===== src/rtl/piso_register.sv =====
// Parallel-in/serial-out shift register: accepts one WIDTH-bit word via valid/ready
// and shifts it out one bit per clock with a valid strobe and a last-bit pulse.
module piso_register #(
    parameter int unsigned WIDTH     = 4,
    parameter bit          MSB_FIRST = 1'b1
) (
    input  logic             clk,
    input  logic             clr_n,
    input  logic             load_valid,
    output logic             load_ready,
    input  logic [WIDTH-1:0] D,
    input  logic             abort,
    output logic             sout,
    output logic             sout_valid,
    output logic             busy,
    output logic             done
);

    localparam int unsigned CW = $clog2(WIDTH);

    typedef enum logic {
        IDLE,
        SHIFT
    } state_t;

    state_t           state;
    logic [CW-1:0]    cnt;
    logic [WIDTH-1:0] shreg;
    logic [WIDTH-1:0] d_ord;
    logic             last;
    logic             accept;

    // Reorder the word so the bit sent first always sits at the top of shreg.
    always_comb begin
        d_ord = D;
        for (int i = 0; i < int'(WIDTH); i++) begin
            d_ord[i] = MSB_FIRST ? D[i] : D[int'(WIDTH) - 1 - i];
        end
    end

    assign last       = (state == SHIFT) && (cnt == '0);
    assign load_ready = (state == IDLE) || last;
    assign accept     = load_valid && load_ready;

    // Abort beats accept; on the last bit an accept chains straight into the next word.
    always_ff @(posedge clk or negedge clr_n) begin
        if (!clr_n) begin
            state      <= IDLE;
            cnt        <= '0;
            shreg      <= '0;
            sout       <= 1'b0;
            sout_valid <= 1'b0;
            busy       <= 1'b0;
            done       <= 1'b0;
        end else if (abort) begin
            state      <= IDLE;
            cnt        <= '0;
            shreg      <= '0;
            sout       <= 1'b0;
            sout_valid <= 1'b0;
            busy       <= 1'b0;
            done       <= 1'b0;
        end else if ((state == SHIFT) && !last) begin
            cnt        <= cnt - CW'(1);
            sout       <= shreg[WIDTH-1];
            shreg      <= {shreg[WIDTH-2:0], 1'b0};
            done       <= (cnt == CW'(1));
        end else if (accept) begin
            state      <= SHIFT;
            cnt        <= CW'(WIDTH - 1);
            sout       <= d_ord[WIDTH-1];
            shreg      <= {d_ord[WIDTH-2:0], 1'b0};
            sout_valid <= 1'b1;
            busy       <= 1'b1;
            done       <= 1'b0;
        end else begin
            state      <= IDLE;
            cnt        <= '0;
            shreg      <= '0;
            sout       <= 1'b0;
            sout_valid <= 1'b0;
            busy       <= 1'b0;
            done       <= 1'b0;
        end
    end

endmodule

===== config.mk =====
export PLATFORM = sky130hd
export DESIGN_NAME = piso_register
export DESIGN_NICKNAME = d
export VERILOG_FILES = /design/src/rtl/piso_register.sv
export SDC_FILE = /design/constraint.sdc
export NUM_CORES = 1
export LEC_CHECK = 0
export CORE_AREA = 2 2 39 41
export CTS_BUF_LIST = sky130_fd_sc_hd__clkbuf_16
export DETAILED_ROUTE_END_ITERATION = 8
export DIE_AREA = 0 0 41 43
export GPL_TIMING_DRIVEN = 0
export PLACE_DENSITY = 0.5
export SLEW_MARGIN = 5
export SYNTH_ARGS = -nofsm -noshare
export SYNTH_HDL_FRONTEND = slang
export SYNTH_SLANG_ARGS = --single-unit
export TNS_END_PERCENT = 5

===== constraint.sdc =====
create_clock -name clk -period 1.8 [get_ports clk]
set_input_delay 0.18 -clock clk [delete_from_list [all_inputs] [get_ports clk]]
set_output_delay 0.18 -clock clk [all_outputs]
set_load 0.01 [all_outputs]

* Word-level counts from Yosys, hierarchy flattened
Cells that the tools add are included.
** Storage, ports and cells
- Flip-flop bits (word level) :: 9
- Bits in latches :: 0
- RAM bits :: 0
- Memory bits (read-only) :: 0
- Input port bits :: 8
- Memories :: 0
** Cells by class
- Add/subtract/negate cells :: 1
- $mul :: 0
- Div/mod/pow operators :: 0
- Magnitude comparators :: 0
- Equal/unequal tests :: 2
- Shift operators :: 0
- Multiplexer cells :: 14
- Bitwise operators :: 1
- Reduce and logical (&&, ||, !) cells :: 6
** Operators with widths (count)
- $mux W4 :: 3
- $mux W1 :: 8
- $mux W2 :: 3
- $logic_and A1 B1 Y1 :: 3
- $eq A2 B1 Y1 const B :: 1
- $logic_not A2 Y1 :: 1
- $ne A2 B2 Y1 const B :: 1
- $sub A2 B1 Y2 const B :: 1
- $logic_not A1 Y1 :: 1
- $logic_or A1 B1 Y1 :: 1
- $not A1 Y1 :: 1

* Longest topological paths before layout
- Word-level depth :: 7
- Gate-level depth with buffers :: 7
- Gate-level depth less buffers :: 6

* Worst setup path before layout
No wires, ideal clock.
- Path type :: flip-flop to flip-flop
- From :: reg cnt[0]
- To :: reg shreg[2]
- Data arrival time :: 1.057 ns
- Required time :: 1.723 ns
- Setup slack :: 0.665 ns
- Stages on the path, launching flop included :: 8
- Path buffers :: 1
- Clock period less this slack :: 1.135 ns
- Cells stage by stage :: dfrtp_1 inv_1 ha_1 nor2b_4 buf_6 inv_2 nand3_1 a21oi_1
** On the way
- Cells in the longest elaborated chain, start to end :: 7
- Elaborated cells between the ends (all ways) :: 9
- Those cells by class :: 3 x mux; 6 x reduce/logical
** Ends and longest elaborated chain
- start: declaration :: line 27 : logic [CW-1:0] cnt;
- start signal: assignment :: line 64 : cnt <= cnt - CW'(1);
- start signal: assignment :: line 70 : cnt <= CW'(WIDTH - 1);
- $logic_not A2 Y1 :: line 41 : assign last = (state == SHIFT) && (cnt == '0);
- $logic_and A1 B1 Y1 :: line 41
- $logic_or A1 B1 Y1 :: line 42 : assign load_ready = (state == IDLE) || last;
- via load_ready :: line 10 : output logic load_ready,
- $logic_and A1 B1 Y1 :: line 43 : assign accept = load_valid && load_ready;
- $mux W4 :: line 68 : end else if (accept) begin
- $mux W4 :: line 63 : end else if ((state == SHIFT) && !last) begin
- $mux W4 :: line 55 : end else if (abort) begin
- end signal: assignment :: line 66 : shreg <= {shreg[WIDTH-2:0], 1'b0};
- end signal: assignment :: line 72 : shreg <= {d_ord[WIDTH-2:0], 1'b0};
- end: declaration :: line 28 : logic [WIDTH-1:0] shreg;
The timed path passes the listed nets, and every way through them passes these cells.
A chain may end at the register's enable or synchronous reset.

* Worst setup path after layout
- From :: reg cnt[0]
- To :: out load_ready
** On the way
- Cells in the longest elaborated chain, start to end :: 3
** Ends and longest elaborated chain (line)
- $logic_not A2 Y1 :: 41
- $logic_and A1 B1 Y1 :: 41
- $logic_or A1 B1 Y1 :: 42
- end: declaration :: 10
No other way between the ends.

==> results.json <==
{
  "stdcell_area_um2": 562,
  "synth_top_area_share_pct": 57.6,
  "place_area_um2": 488,
  "synthMuxAreaShare_pct": 0,
  "ys_seq_area_share_pct": 57.6,
  "crit_path_end_kind": "primary output",
  "total_power_mw": 0.630,
  "portBuffers": 12,
  "synth_ff_type": "dfrtp_1",
  "avgSynthCellArea_um2": 10.9,
  "slew_headroom_pct": 76.3,
  "antenna_found_initial": 0,
  "layout.nets": 59,
  "synth_warnings": 0,
  "whs_ns": 0.226,
  "num_io_pins": 13,
  "worst_r2r_endpoint": "cnt[0]",
  "grt_pass1_vias": 249,
  "grt_usage_pct": 9.51,
  "required_ns": 1.62,
  "cts_made_buffers": 3,
  "crit_chain": "inv_1, ha_1, nor2b_4, buf_6, inv_2, dlygate4sd2_1",
  "rr_worst_depth": 6,
  "globalplace.congestion": 0.745,
  "syn_to_final_growth_pct": 61.5,
  "setup_ws_ns": 0.181,
  "synth_edf_count": 0,
  "dp_hpwl_um": 478,
  "final_cells": 63,
  "syn_nets": 42,
  "worst_path_largest_cell_delay_ns": 0.37,
  "power-per-cell-area_nw_per_um2": 1120,
  "cp_slowest_cell": "dfrtp_1",
  "rsz0062_at_grt": "false",
  "die_x_um": 41,
  "skew_ns": 0.000270,
  "synth.largest_area_cell": "dfrtp_1",
  "drt_iter0_drc": 1,
  "synth_common_cells": "8 x dfrtp_1, 5 x a21oi_1, 4 x nand2_1",
  "period_needed_ns": 1.62,
  "ctsHoldBuffers": 0,
  "tightest_slew_ns": 0.354,
  "max_cap_viol_count": 0,
  "synth_top_family_by_area": "simple AND/OR/NAND/NOR gates",
  "path_clk_slew_ns": 0.04,
  "clock_sink_count": 8,
  "fin_util_pct": 40.6,
  "arrival_ns": 1.44,
  "syn_area_um2": 348,
  "synth-async-reset-ratio_pct": 100,
  "routed_wl_um": 619,
  "syn_inst": 32,
  "clockRootBuffer": "clkbuf_16",
  "clock.fmax_mhz": 617,
  "worstSetupStartpointType": "flop",
  "drt.antenna.violating_nets": 0,
  "grt_pass1_wl_um": 1040,
  "route.vias.total": 265,
  "drive_gt1_share_pct": 14.9,
  "h-tree-depth": 1,
  "drc": 0,
  "finalHoldViolCount": 0,
  "finalSetupViolCount": 0,
  "vias_per_cell": 4.21,
  "grt_max_degree": 9,
  "clk_latency_ns": 0.23,
  "dp.cells": 60,
  "clockBufferDepth": 2,
  "overflow": 0,
  "dieArea_um2": 1760,
  "drv_slew": 0,
  "wl_per_cell_um": 9.83,
  "synth-seq-cells": 8,
  "synth_xor_area_share_pct": 0,
  "synthTopCellsByArea": "dfrtp_1 58%, a21oi_1 7.2%, ha_1 7.2%, nand3_1 4.3%, nand2_1 4.3%",
  "r2r_slack_ns": 0.58,
  "cp_max_fo": 8,
  "core_um2": 1380,
  "peakVddDrop_uv": 810,
  "num_rows": 14,
  "tns_ns": 0,
  "r2r_start": "cnt[0]",
  "drt-pass1-iter-count": 4,
  "yosys.area_share.simple_pct": 16.2,
  "start_util_pct": 25.1,
  "synth.most_common_cell": "dfrtp_1",
  "pre_cts_ws_ns": 0.196,
  "p_leak_nw": 0.256,
  "status": "finished clean",
  "synth_compound_gate_area_share_pct": 9.35,
  "path_class": "reg -> out",
  "hp-class": "in -> async",
  "cts_tree": "done",
  "min_period_over_period_pct": 90.0,
  "antenna_cells": 0,
  "ys_types": 13,
  "die_y_um": 43,
  "synth_fa_ha_area_share_pct": 7.19
}
==> placed cells by master (no fill, tap or decap), drive strengths merged <==
master,Yosys,final
clkdlybuf4s50,0,11
dfrtp,8,8
a21oi,5,5
nand2,4,4
inv,4,4
nand3,3,3
clkbuf,0,3
ha,2,2
buf,2,2
nor2b,1,1
nor3,1,1
o21bai,1,1
nor3b,1,1
dlygate4sd2,0,1
==> timing repair <==
item | 4_1_cts | 5_1_grt
buffers inserted | 0 | 0
setup endpoints to repair | 1 | 0
gates resized for setup | 1 | 0
==> layer usage <==
layer	routed length, µm	GRT usage [%]
met1	280	10.9
met2	275	12.5
met4	18	6.00
met5	0	0
met3	44	6.28
==> worst max-delay path, delay by kind of cell, from the launching register on <==
| kind | cells | cell delay [ns] |
|---|---|---|
| buf+inv | 4 | 0.52 |
| simple gates | 1 | 0.11 |
| flops | 1 | 0.37 |
| fa+ha+maj | 1 | 0.22 |
==> power by group <==
group / internal, mW / switching (mW) / total (mW) / leakage [nW]
registers: 0.190 / 0.00373 / 0.194 / 0.106
clock network: 0.286 / 0.0866 / 0.373 / 0.0370
logic: 0.0364 / 0.0268 / 0.0632 / 0.113
==> how the worst max path moves through the flow <==
| stage | start | end | slack, ns | depth (start not counted) |
|---|---|---|---|---|
| final | cnt[0] | load_ready | 0.18 | 6 |
| after global placement | cnt[0] | load_ready | 0.21 | 6 |
| after floorplan | cnt[0] | shreg[2] | 0.67 | 7 |
| after CTS | cnt[0] | load_ready | 0.17 | 6 |
| after global routing | cnt[0] | load_ready | 0.12 | 6 |
| after detailed placement | cnt[0] | load_ready | 0.20 | 6 |
==> sequential cells by signal, indices dropped and copies added, names as in the netlist <==
signal,count
cnt,2
sout,1
done,1
shreg,3
state,1
==> cell families (layout without fill, tap and decap cells) <==
group           Yosys count  count (layout)
compound gates            6               6
fa+ha+maj                 2               2
simple gates             10              10
flops                     8               8
buf+inv                   6              21
==> final cells by class <==
class                           instances  area (µm²)
Inverter                                4        15.0
Buffer                                  2        18.8
Sequential cell                         8         200
Multi-Input combinational cell         18         114
Fill cell                             131         822
Clock buffer                            3        75.1
Tap cell                               16        20.0
Timing Repair Buffer                   12         119
Note: power is estimated with default switching activity, not from simulation.
